==> config.mk <==
export PLATFORM = sky130hd
export DESIGN_NAME = msg_framer_mc_flat
export DESIGN_NICKNAME = d
export VERILOG_FILES = /design/src/rtl/msg_framer_mc_if.sv /design/src/rtl/msg_framer_mc.sv /design/src/flat_wrapper.sv
export SDC_FILE = /design/constraint.sdc
export NUM_CORES = 1
export LEC_CHECK = 0
export CAP_MARGIN = 10
export CORE_MARGIN = 2
export CORE_UTILIZATION = 34
export CTS_CLUSTER_DIAMETER = 150
export CTS_CLUSTER_SIZE = 30
export DETAILED_ROUTE_END_ITERATION = 12
export GPL_TIMING_DRIVEN = 0
export SYNTH_ARGS = -nofsm -noshare
export SYNTH_HDL_FRONTEND = slang
export SYNTH_SLANG_ARGS = --single-unit
==> constraint.sdc <==
create_clock -name clk_i -period 3.8 [get_ports clk_i]
set_input_delay 0.76 -clock clk_i [delete_from_list [all_inputs] [get_ports clk_i]]
set_output_delay 0.76 -clock clk_i [all_outputs]
set_load 0.02 [all_outputs]
==> src/rtl/msg_framer_mc_if.sv <==
// Beat stream seen by msg_framer_mc.
// valid qualifies head, tail and ch. There is no ready signal: the framer
// only observes the stream, so a beat counts on every cycle where valid=1.
interface msg_framer_mc_if #(
  parameter int CH_W = 2
) ();
  logic            valid;
  logic            head;
  logic            tail;
  logic [CH_W-1:0] ch;

  modport master (output valid, head, tail, ch);
  modport slave  (input  valid, head, tail, ch);
endinterface

==> src/rtl/msg_framer_mc.sv <==
// msg_framer_mc: per-channel message framer/checker for an interleaved beat
// stream. Each channel runs its own IDLE/HEAD/DATA/TAIL machine and length
// counter. The block reports completed messages (done) and framing errors
// (err), and shows a message-in-progress flag for each channel.
// Optional feature macro: MSG_FRAMER_ERR_CNT_EN adds a saturating 8-bit
// error counter on err_cnt_o.
module msg_framer_mc #(
  parameter int NUM_CH  = 4,
  parameter int CH_W    = 2,
  parameter int MAX_LEN = 16,
  parameter int LEN_W   = 5
) (
  input  logic                clk_i,
  input  logic                rst_i,
  msg_framer_mc_if.slave      beat_if,
  output logic [NUM_CH-1:0]   msg_ip_o,
  output logic                done_o,
  output logic [CH_W-1:0]     done_ch_o,
  output logic [LEN_W-1:0]    done_len_o,
  output logic                err_o,
  output logic [1:0]          err_code_o,
  output logic [CH_W-1:0]     err_ch_o,
`ifdef MSG_FRAMER_ERR_CNT_EN
  output logic [7:0]          err_cnt_o,
`endif
  output logic [2*NUM_CH-1:0] st_dbg_o
);

  typedef enum logic [1:0] {
    ST_IDLE = 2'b00,
    ST_HEAD = 2'b01,
    ST_DATA = 2'b10,
    ST_TAIL = 2'b11
  } state_t;

  localparam logic [1:0] ERR_ORPHAN   = 2'b01;
  localparam logic [1:0] ERR_DUP_HEAD = 2'b10;
  localparam logic [1:0] ERR_OVERLEN  = 2'b11;

  state_t           st_q  [NUM_CH];
  state_t           st_d  [NUM_CH];
  logic [LEN_W-1:0] len_q [NUM_CH];
  logic [LEN_W-1:0] len_d [NUM_CH];

  logic             done_q, done_d;
  logic [CH_W-1:0]  done_ch_q, done_ch_d;
  logic [LEN_W-1:0] done_len_q, done_len_d;
  logic             err_q, err_d;
  logic [1:0]       err_code_q, err_code_d;
  logic [CH_W-1:0]  err_ch_q, err_ch_d;
  logic             hit;

  // Next state per channel; at most one channel is addressed per cycle,
  // so at most one done and one err source is active.
  always_comb begin
    done_d     = 1'b0;
    done_ch_d  = done_ch_q;
    done_len_d = done_len_q;
    err_d      = 1'b0;
    err_code_d = err_code_q;
    err_ch_d   = err_ch_q;
    hit        = 1'b0;
    for (int c = 0; c < NUM_CH; c++) begin
      st_d[c]  = st_q[c];
      len_d[c] = len_q[c];
      hit      = beat_if.valid && (beat_if.ch == CH_W'(c));
      case (st_q[c])
        ST_IDLE, ST_TAIL: begin
          if (!hit) begin
            st_d[c] = ST_IDLE;
          end else if (beat_if.head) begin
            len_d[c] = LEN_W'(1);
            if (beat_if.tail) begin
              st_d[c]    = ST_TAIL;
              done_d     = 1'b1;
              done_ch_d  = CH_W'(c);
              done_len_d = LEN_W'(1);
            end else begin
              st_d[c] = ST_HEAD;
            end
          end else begin
            st_d[c]    = ST_IDLE;
            len_d[c]   = '0;
            err_d      = 1'b1;
            err_code_d = ERR_ORPHAN;
            err_ch_d   = CH_W'(c);
          end
        end
        default: begin // ST_HEAD, ST_DATA
          if (hit && beat_if.head) begin
            // Drop the open message and restart from this head beat.
            err_d      = 1'b1;
            err_code_d = ERR_DUP_HEAD;
            err_ch_d   = CH_W'(c);
            len_d[c]   = LEN_W'(1);
            if (beat_if.tail) begin
              st_d[c]    = ST_TAIL;
              done_d     = 1'b1;
              done_ch_d  = CH_W'(c);
              done_len_d = LEN_W'(1);
            end else begin
              st_d[c] = ST_HEAD;
            end
          end else if (hit) begin
            if (len_q[c] == LEN_W'(MAX_LEN)) begin
              // This beat would be number MAX_LEN+1.
              st_d[c]    = ST_IDLE;
              len_d[c]   = '0;
              err_d      = 1'b1;
              err_code_d = ERR_OVERLEN;
              err_ch_d   = CH_W'(c);
            end else begin
              len_d[c] = len_q[c] + LEN_W'(1);
              if (beat_if.tail) begin
                st_d[c]    = ST_TAIL;
                done_d     = 1'b1;
                done_ch_d  = CH_W'(c);
                done_len_d = len_q[c] + LEN_W'(1);
              end else begin
                st_d[c] = ST_DATA;
              end
            end
          end
        end
      endcase
    end
  end

  // State, length and report registers; reset dominates any beat.
  always_ff @(posedge clk_i) begin
    if (rst_i) begin
      for (int c = 0; c < NUM_CH; c++) begin
        st_q[c]  <= ST_IDLE;
        len_q[c] <= '0;
      end
      done_q     <= 1'b0;
      done_ch_q  <= '0;
      done_len_q <= '0;
      err_q      <= 1'b0;
      err_code_q <= '0;
      err_ch_q   <= '0;
    end else begin
      for (int c = 0; c < NUM_CH; c++) begin
        st_q[c]  <= st_d[c];
        len_q[c] <= len_d[c];
      end
      done_q     <= done_d;
      done_ch_q  <= done_ch_d;
      done_len_q <= done_len_d;
      err_q      <= err_d;
      err_code_q <= err_code_d;
      err_ch_q   <= err_ch_d;
    end
  end

`ifdef MSG_FRAMER_ERR_CNT_EN
  logic [7:0] err_cnt_q;

  // Saturating count of err pulses, aligned with err_o.
  always_ff @(posedge clk_i) begin
    if (rst_i) begin
      err_cnt_q <= '0;
    end else if (err_d && (err_cnt_q != 8'hFF)) begin
      err_cnt_q <= err_cnt_q + 8'd1;
    end
  end

  assign err_cnt_o = err_cnt_q;
`endif

  // Per-channel in-progress flags and packed state view.
  always_comb begin
    msg_ip_o = '0;
    st_dbg_o = '0;
    for (int c = 0; c < NUM_CH; c++) begin
      msg_ip_o[c]         = (st_q[c] != ST_IDLE);
      st_dbg_o[2*c +: 2]  = st_q[c];
    end
  end

  assign done_o     = done_q;
  assign done_ch_o  = done_ch_q;
  assign done_len_o = done_len_q;
  assign err_o      = err_q;
  assign err_code_o = err_code_q;
  assign err_ch_o   = err_ch_q;

endmodule

==> src/flat_wrapper.sv <==
// flat-port wrapper written by rule: the top's interface ports become plain ports
module msg_framer_mc_flat 
#(
  parameter int NUM_CH  = 4,
  parameter int CH_W    = 2,
  parameter int MAX_LEN = 16,
  parameter int LEN_W   = 5
)
  (clk_i, rst_i, msg_ip_o, done_o, done_ch_o, done_len_o, err_o, err_code_o, err_ch_o, st_dbg_o, beat_if_valid, beat_if_head, beat_if_tail, beat_if_ch);
  msg_framer_mc_if #(.CH_W(CH_W)) beat_if_i ();
  input  logic clk_i;
  input  logic rst_i;
  output logic [NUM_CH-1:0] msg_ip_o;
  output logic done_o;
  output logic [CH_W-1:0] done_ch_o;
  output logic [LEN_W-1:0] done_len_o;
  output logic err_o;
  output logic [1:0] err_code_o;
  output logic [CH_W-1:0] err_ch_o;
  output logic [2*NUM_CH-1:0] st_dbg_o;
  input wire logic [$bits(beat_if_i.valid)-1:0] beat_if_valid;
  input wire logic [$bits(beat_if_i.head)-1:0] beat_if_head;
  input wire logic [$bits(beat_if_i.tail)-1:0] beat_if_tail;
  input wire logic [$bits(beat_if_i.ch)-1:0] beat_if_ch;
  assign beat_if_i.valid = beat_if_valid;
  assign beat_if_i.head = beat_if_head;
  assign beat_if_i.tail = beat_if_tail;
  assign beat_if_i.ch = beat_if_ch;
  msg_framer_mc #(.NUM_CH(NUM_CH), .CH_W(CH_W), .MAX_LEN(MAX_LEN), .LEN_W(LEN_W)) u_core (.clk_i(clk_i), .rst_i(rst_i), .beat_if(beat_if_i), .msg_ip_o(msg_ip_o), .done_o(done_o), .done_ch_o(done_ch_o), .done_len_o(done_len_o), .err_o(err_o), .err_code_o(err_code_o), .err_ch_o(err_ch_o), .st_dbg_o(st_dbg_o));
endmodule
==> results.toml, run 1 <==
[status]
status = "finished clean"

[layout]
num_antenna_cells = 0
final_util = 0.406
syn_to_final_growth_pct = 17.6
fillers = 935
final_nets = 441
multi_input_area_mm2 = 0.00189
layout-drive-gt1-share = 0.0922
seq_area_um2 = 821
fin_cells = 531

[pwr]
peakVddDrop_v = 0.000134
p_total_uw = 903
power_density_mw_per_mm2 = 259
p_leak_nw = 1.21

[routing]
initialDrtViolationCount = 235
avgRoutedWirePerCell_um = 18.6
drc = 0
dr.pass1.iters = 5
drt-vias-per-instance = 5.76
vias = 3058
ant_nets = 0
drt-total-wl_um = 9850

[clock_tree]
clkTransAtPathRegs_ps = 90
cts_tree = "built"
cts.hold.buffers_added = 0
cts.sinks = 41
cts-resized-gates = 0
cts_inserted_buffers = 5
cts_root_buf = "clkbuf_8"
clk_path_buf_depth = 2
cts_setup_buffers = 0
clock_latency_ps = 300
htree_levels = 2

[floorplan]
die_y_um = 97.4
num_rows = 34
die_area_mm2 = 0.00948
core_area_mm2 = 0.00859
die_w_um = 97.4
io_pins = 32
initial_utilization = 0.345

[worst_setup_path]
startpoint_type = "input pin"
worst-path-buf-inv = 2
required_ps = 4040
slowest_delay_ps = 590
arrival_ps = 2740
critical_path.top_delay_family = "buffers and inverters"
crit_type = "in2reg"
crit_fanout = 10
r2r_setup_slack_ps = 1340
path_cells = "clkdlybuf4s50_1 > buf_4 > nand3b_2 > nor2_1 > a222oi_1 > nand2_1 > a21oi_1"
cp_slowest_cell = "a222oi_1"
cp-end-kind = "flip-flop"

[sta]
finalSetupViolCount = 0
rsz0062_at_grt = "no"
final.period_utilization = 0.658
setup_tns_ps = 0
finalMaxSlewViolations = 0
worst_pin_slew_ps = 710
hold_violations = 0
skew_ps = 7.32
slew_headroom = 0.520
fmax_mhz = 400
min_period_ps = 2500

[grt]
grt_max_degree = 14
grt_pass1_wl_um = 15800
grt_remaining_overflow = 0
first_global_vias = 2936
grt_use_total = 0.209
antenna_found_initial = 0

[synth]
synth_seq_cells = 41
syn_area_mm2 = 0.00297
synth_top_flop_cell = "dfxtp_1"
synth-seq-area-share = 0.277
synth_area_per_cell_um2 = 7.70
yosys_warnings = 0
async_flop_share = 0
syn_nets = 404
syn-instance-count = 385
synth_edf_count = 0
ys_types = 65

[placement]
io_buffers = 30
routabilityCongestion = 0.940
dp_cells = 523
dpl.hpwl_um = 7410

[worst_hold_path]
hold_class = "reg2reg"

[job]
max-cap-violations = 0
-- worst reg2reg max path, delay by kind of cell (launching register included) --
kind | cells | cell delay, ps
compound gates | 2 | 790
fa+ha+maj | 1 | 310
buf+inv | 2 | 520
flops | 1 | 370
simple gates | 2 | 430
-- report_power, final --
group | total (mW) | switching, mW | internal, mW
clock network | 0.295 | 0.168 | 0.127
logic | 0.162 | 0.102 | 0.0598
registers | 0.446 | 0.00776 | 0.439
-- metal layers --
layer  wire length [µm]  part of all wire  global-route usage
met4                425             0.043               0.105
met3                592             0.060              0.0324
met1               4350              0.44               0.275
met2               4490              0.46               0.333
met5                  0                 0                   0
-- kinds of logic (layout without fill, tap and decap cells) --
group | Yosys count | count (layout) | synth area share
and+or+nand+nor | 151 | 151 | 0.290
AOI/OAI and AO/OA | 114 | 114 | 0.256
buffers and inverters | 54 | 92 | 0.0857
DFF | 41 | 41 | 0.277
adders and majority gates | 12 | 12 | 0.0506
xor gates and xnor gates | 12 | 12 | 0.0354
muxes | 1 | 1 | 0.00506
-- cell usage after synthesis (all sizes together), types with 2 or more instances --
cell type | count | area, µm²
a211oi | 12 | 100
nand3 | 27 | 145
nand2 | 34 | 128
a31oi | 5 | 31.3
nand3b | 5 | 45.0
o31ai | 4 | 35.0
a32oi | 3 | 26.3
a311oi | 2 | 17.5
a221oi | 2 | 17.5
and3 | 5 | 31.3
o22ai | 4 | 25.0
nand4bb | 5 | 56.3
nand4b | 4 | 35.0
nor2b | 6 | 37.5
nor3b | 3 | 22.5
inv | 27 | 101
dfxtp | 41 | 821
o211ai | 3 | 22.5
xnor2 | 6 | 52.6
o21ai | 25 | 125
ha | 12 | 150
a32o | 2 | 20.0
and3b | 3 | 26.3
nand4 | 4 | 25.0
and4bb | 3 | 37.5
buf | 19 | 123
nor2 | 33 | 124
a21boi | 4 | 30.0
nor3 | 10 | 60.1
a22oi | 4 | 30.0
clkbuf | 8 | 30.0
and4b | 2 | 20.0
xor2 | 6 | 52.6
a21oi | 30 | 150
nand2b | 3 | 18.8
-- area by class of cell --
type | instances | share of cell area
Timing Repair Buffer | 30 | 0.0861
Buffer | 27 | 0.0438
Clock buffer | 5 | 0.0197
Sequential cell | 41 | 0.235
Multi-Input combinational cell | 290 | 0.542
Clock inverter | 3 | 0.00502
Tap cell | 108 | 0.0388
Inverter | 27 | 0.0291
-- worst paths after layout --
check / cells after the start / endpoint / start
setup / recovery: 7 / u_core.err_ch_o[1]$_SDFF_PP0_ / beat_if_ch[1]
hold / removal: 2 / u_core.done_ch_o[1]$_SDFF_PP0_ / u_core.done_ch_o[1]$_SDFF_PP0_
setup reg to reg: 7 / u_core.err_ch_o[1]$_SDFF_PP0_ / u_core.st_q[0][3]$_SDFFE_PP0P_
hold reg to reg: 2 / u_core.done_ch_o[1]$_SDFF_PP0_ / u_core.done_ch_o[1]$_SDFF_PP0_
-- metrics by stage --
step                      area [µm²]  setup slack, ps  hold slack [ps]
final                           3490             1300              460
after global routing            3490             1200              501
after detailed placement        3400             1050              454
after global placement          3400             1080              446
after CTS                       3490             1370              465
after floorplan                 2970             1790              457
-- flip-flops by register name, indices dropped and copies added, names as in the netlist --
| register | cells |
|---|---|
| u_core.err_code_o | 2 |
| u_core.len_q | 20 |
| u_core.st_q | 8 |
| u_core.err_ch_o | 2 |
| u_core.done_ch_o | 2 |
| u_core.err_o | 1 |
| u_core.done_o | 1 |
| u_core.done_len_o | 5 |
-- placed cells by master (no fill, tap or decap), drive strengths merged, types with 13 or more instances in the layout --
| cell type | Yosys | final |
|---|---|---|
| buf | 19 | 19 |
| inv | 27 | 27 |
| clkdlybuf4s50 | 0 | 30 |
| dfxtp | 41 | 41 |
| o21ai | 25 | 25 |
| nand3 | 27 | 27 |
| nor2 | 33 | 33 |
| clkbuf | 8 | 13 |
| a21oi | 30 | 30 |
| nand2 | 34 | 34 |
Power figures use the tool's default switching activity.
==> inputs of run 2 (changes only) <==
==> constraint.sdc (replaced) <==
create_clock -name clk_i -period 2.27 [get_ports clk_i]
set_input_delay 0.454 -clock clk_i [delete_from_list [all_inputs] [get_ports clk_i]]
set_output_delay 0.454 -clock clk_i [all_outputs]
set_load 0.02 [all_outputs]
==> results.toml, run 2 (same netlist as run 1, synthesis figures left out) <==
[floorplan]
die_y_um = 97.4
initial_utilization = 0.345
io_pins = 32
die_area_mm2 = 0.00948
num_rows = 34
core_area_mm2 = 0.00859
die_w_um = 97.4

[sta]
finalMaxSlewViolations = 0
min_period_ps = 2110
slew_headroom = 0.542
rsz0062_at_grt = "no"
worst_pin_slew_ps = 687
hold_violations = 0
final.period_utilization = 0.932
setup_ws_ps = 155
fmax_mhz = 473
finalSetupViolCount = 0
skew_ps = 8.99

[clock_tree]
cts_root_buf = "clkbuf_8"
htree_levels = 2
clock_latency_ps = 310
cts_tree = "built"
clkTransAtPathRegs_ps = 90
clk_path_buf_depth = 2
cts.hold.buffers_added = 0
cts_inserted_buffers = 5
cts.sinks = 41

[grt]
first_global_vias = 2936
grt_use_total = 0.209
grt_remaining_overflow = 0
grt_pass1_wl_um = 15800
antenna_found_initial = 0
grt_max_degree = 14

[worst_setup_path]
r2r-end = "u_core.err_ch_o[1]$_SDFF_PP0_"
crit_type = "in2reg"
worstRegToRegCells = 9
worst-path-buf-inv = 4
r2r_start = "u_core.len_q[0][5]$_SDFFE_PP0P_"
crit_top_cell = "buf_4"
path_cells = "clkdlybuf4s50_1 > buf_2 > buf_4 > nand3b_2 > nor2_1 > a222oi_1 > buf_4 > nand2_1 > a21oi_1"
critical_path.top_delay_family = "buffers and inverters"
cp-end-kind = "flip-flop"
slowest_delay_ps = 470
startpoint_type = "input pin"
cp_slowest_cell = "clkdlybuf4s50_1"
required_ps = 2440
r2r_setup_slack_ps = 200
arrival_ps = 2290
crit_fanout = 10

[pwr]
p_sw_frac = 0.307
clock_power_share = 0.326
peakVddDrop_v = 0.000220
power_density_mw_per_mm2 = 432
p_leak_nw = 1.23
pwr-share-seq = 0.494
power_switching_uw = 465
intPower_mw = 1.05
p_comb_frac = 0.180
p_total_mw = 1.51

[worst_hold_path]
hold_path_depth = 2
worstHoldStart = "u_core.done_ch_o[1]$_SDFF_PP0_"
min_delay_worst_endpoint = "u_core.done_ch_o[1]$_SDFF_PP0_"
hold_class = "reg2reg"

[layout]
final_common_cell = "dfxtp_1"
regMostFlops = "u_core.len_q"
final_nets = 442
num_antenna_cells = 0
syn_to_final_growth_pct = 18.1
layout_common_cells = "dfxtp_1 (41), nand2_1 (34), nor2_1 (33)"
largest_register_ffs = 20
layout-drive-gt1-share = 0.101

[routing]
dr.pass1.iters = 6
initialDrtViolationCount = 218
avgRoutedWirePerCell_um = 18.5
ant_nets = 0
drc = 0
drt-vias-per-instance = 5.81
drt-total-wl_um = 9840
vias = 3089

[placement]
place_ws_ps = -178
dpl.hpwl_um = 7410
io_buffers = 30
routabilityCongestion = 0.940

[status]
status = "finished clean"

[job]
max-cap-violations = 0
## run 2: repair_timing
action | in CTS | in global routing
hold endpoints to repair | 0 | 0
setup buffers | 0 | 1
endpoints found under the setup margin | 2 | 5
pin swaps | 0 | 1
gates resized for setup | 1 | 3
## run 2: per-layer routing
metal	global-route usage	routed length (µm)	share of wire
met1	0.275	4530	0.46
met2	0.333	4350	0.44
met3	0.0324	483	0.049
met4	0.105	472	0.048
met5	0	0	0
## run 2: cell type report
cell class	instances	area, µm²
Multi-Input combinational cell	290	1900
Inverter	27	101
Timing Repair Buffer	31	308
Sequential cell	41	821
Buffer	27	155
Clock inverter	3	17.5
Clock buffer	5	68.8
Tap cell	108	135
Fill cell	931	5090
## run 2: worst max path at each step
stage / startpoint / endpoint / cells after the start
6_report: beat_if_ch[0] / u_core.err_ch_o[1]$_SDFF_PP0_ / 9
5_1_grt: u_core.len_q[0][0]$_SDFFE_PP0P_ / u_core.done_len_o[3]$_SDFF_PP0_ / 7
4_1_cts: u_core.st_q[0][0]$_SDFFE_PP0P_ / u_core.err_ch_o[1]$_SDFF_PP0_ / 7
3_5_place_dp: beat_if_ch[1] / u_core.err_ch_o[1]$_SDFF_PP0_ / 7
3_3_place_gp: beat_if_ch[1] / u_core.err_ch_o[1]$_SDFF_PP0_ / 7
2_1_floorplan: u_core.st_q[0][0]$_SDFFE_PP0P_ / u_core.err_ch_o[1]$_SDFF_PP0_ / 7
## run 2: through the flow
step	cell area [µm²]	setup TNS (ps)	hold WS, ps	utilization	cells
final	3500	0	460	0.408	532
after floorplan	2970	0	457	-	385
after detailed placement	3400	-1620	454	0.396	523
after global routing	3500	0	501	0.408	532
after global placement	3400	-1690	446	0.396	523
after CTS	3490	0	465	0.406	531
## run 2: worst reg2reg max path, stage by stage, from the launching register on
cell and delay, ps:
dfxtp_1 470, inv_1 80, ha_1 200, nand4bb_1 80, buf_2 220, nand2_1 210, a222oi_1 390, buf_4 190
nand2_1 50, a21oi_1 120
## run 2: power by group through the flow
stage / combinational [mW] / sequential, mW / clock, mW
finish: 0.273 / 0.747 / 0.494
global route: 0.293 / 0.750 / 0.540
CTS: 0.267 / 0.747 / 0.511
detailed placement: 0.266 / 0.764 / 0
global placement: 0.266 / 0.764 / 0
floorplan: 0.155 / 0.775 / 0
==> inputs of run 3 (changes only) <==
--- a/config.mk
+++ b/config.mk
@@ -6,12 +6,16 @@
 export NUM_CORES = 1
 export LEC_CHECK = 0
 export CAP_MARGIN = 10
+export CELL_PAD_IN_SITES_DETAIL_PLACEMENT = 1
+export CELL_PAD_IN_SITES_GLOBAL_PLACEMENT = 2
 export CORE_MARGIN = 2
 export CORE_UTILIZATION = 34
 export CTS_CLUSTER_DIAMETER = 150
 export CTS_CLUSTER_SIZE = 30
 export DETAILED_ROUTE_END_ITERATION = 12
+export DONT_BUFFER_PORTS = 1
 export GPL_TIMING_DRIVEN = 0
+export PLACE_DENSITY_LB_ADDON = 0.1
 export SYNTH_ARGS = -nofsm -noshare
 export SYNTH_HDL_FRONTEND = slang
 export SYNTH_SLANG_ARGS = --single-unit
==> results.toml, run 3 (same netlist as run 1, synthesis figures left out) <==
[status]
status = "finished clean"

[worst_setup_path]
crit_fanout = 6
arrival_ps = 2360
required_ps = 2490
crit_type = "reg2reg"
cp-end-kind = "flip-flop"
startpoint_type = "flip-flop"

[layout]
final_nets = 412
num_antenna_cells = 0
largest_register_ffs = 20
layout_common_cells = "dfxtp_1 (39), nand2_1 (34), nor2_1 (33)"
seq_area_um2 = 823
multi_input_area_mm2 = 0.00191
syn_to_final_growth_pct = 9.75
layout-drive-gt1-share = 0.119
regMostFlops = "u_core.len_q"
final_util = 0.379
fillers = 1065
final_common_cell = "dfxtp_1"

[sta]
fmax_mhz = 466
setup_tns_ps = 0
hold_violations = 0
finalSetupViolCount = 0
finalMaxSlewViolations = 0
worst_pin_slew_ps = 782
whs_ps = 339
final.period_utilization = 0.945
slew_headroom = 0.479
min_period_ps = 2150
setup_ws_ps = 124
skew_ps = 4.72

[job]
max-cap-violations = 0

[pwr]
power_switching_uw = 467
intPower_mw = 1.17
peakVddDrop_v = 0.000175
power_density_mw_per_mm2 = 502
pwr-share-seq = 0.468
p_sw_frac = 0.286
p_leak_nw = 1.14
clock_power_share = 0.394
p_comb_frac = 0.138

[grt]
antenna_found_initial = 0
first_global_vias = 2996
grt_remaining_overflow = 0
grt_max_degree = 14
grt_use_total = 0.232
grt_pass1_wl_um = 17300

[worst_hold_path]
hold_class = "in2reg"

[routing]
drt-total-wl_um = 10700
initialDrtViolationCount = 183
avgRoutedWirePerCell_um = 21.4
drc = 0
ant_nets = 0
drt-vias-per-instance = 5.92
vias = 2971
dr.pass1.iters = 5

[floorplan]
die_w_um = 97.4
die_y_um = 97.4
io_pins = 32
die_area_mm2 = 0.00948
num_rows = 34
core_area_mm2 = 0.00859
initial_utilization = 0.345

[clock_tree]
cts_inserted_buffers = 5
clkTransAtPathRegs_ps = 90
cts_root_buf = "clkbuf_8"
cts_tree = "built"
clk_path_buf_depth = 2
cts.sinks = 41
clock_latency_ps = 300
htree_levels = 2

[placement]
routabilityCongestion = 0.894
io_buffers = 0
dpl.hpwl_um = 8190
place_ws_ps = -217
[run 3: power groups by stage]
stage          registers, mW  logic, mW  clock network (mW)
4_1_cts                0.764      0.222               0.675
2_1_floorplan          0.775      0.155                   0
3_5_place_dp           0.781      0.221                   0
3_3_place_gp           0.780      0.221                   0
6_report               0.764      0.226               0.643
5_1_grt                0.766      0.248               0.683
[run 3: worst paths after layout]
| kind | startpoint | endpoint | slack (ps) | cells after the start |
|---|---|---|---|---|
| hold / removal | rst_i | u_core.done_len_o[0]$_SDFF_PP0_ | 340 | 3 |
| setup / recovery | u_core.st_q[0][6]$_SDFFE_PP0P_ | u_core.done_len_o[1]$_SDFF_PP0_ | 120 | 6 |
| setup reg to reg | u_core.st_q[0][6]$_SDFFE_PP0P_ | u_core.done_len_o[1]$_SDFF_PP0_ | 120 | 6 |
| hold reg to reg | u_core.len_q[0][1]$_SDFFE_PP0P_ | u_core.len_q[0][1]$_SDFFE_PP0P_ | 500 | 2 |
[run 3: repair_timing]
item / 4_1_cts / 5_1_grt
endpoints found under the setup margin: 3 / 4
gates resized for setup: 3 / 8
hold buffers: 0 / 0
buffers inserted: 0 / 1
pin swaps: 1 / 2
[run 3: layer usage]
layer | global-route usage | share of wire
met2 | 0.393 | 0.49
met3 | 0.0353 | 0.038
met5 | 0 | 0
met1 | 0.306 | 0.46
met4 | 0.0673 | 0.017
[run 3: worst max-delay path, stage by stage, from the launching register on]
cell	delay [ps]
dfxtp_1	470
inv_1	80
ha_1	430
inv_1	180
nor4_4	490
a21oi_1	120
a221oi_1	290
[run 3: metrics by stage]
stage,instance area (µm²),cells,total power [mW]
after floorplan,2970,385,0.930
after global placement,3100,493,1.00
after detailed placement,3100,493,1.00
after CTS,3230,501,1.66
after global routing,3250,502,1.70
final,3250,502,1.63
[run 3: area by class of cell]
cell class | instances | share of cell area
Multi-Input combinational cell | 290 | 0.586
Sequential cell | 41 | 0.253
Buffer | 27 | 0.0492
Tap cell | 108 | 0.0415
Inverter | 27 | 0.0311
Clock buffer | 6 | 0.0254
Clock inverter | 2 | 0.0115
Timing Repair Buffer | 1 | 0.00231
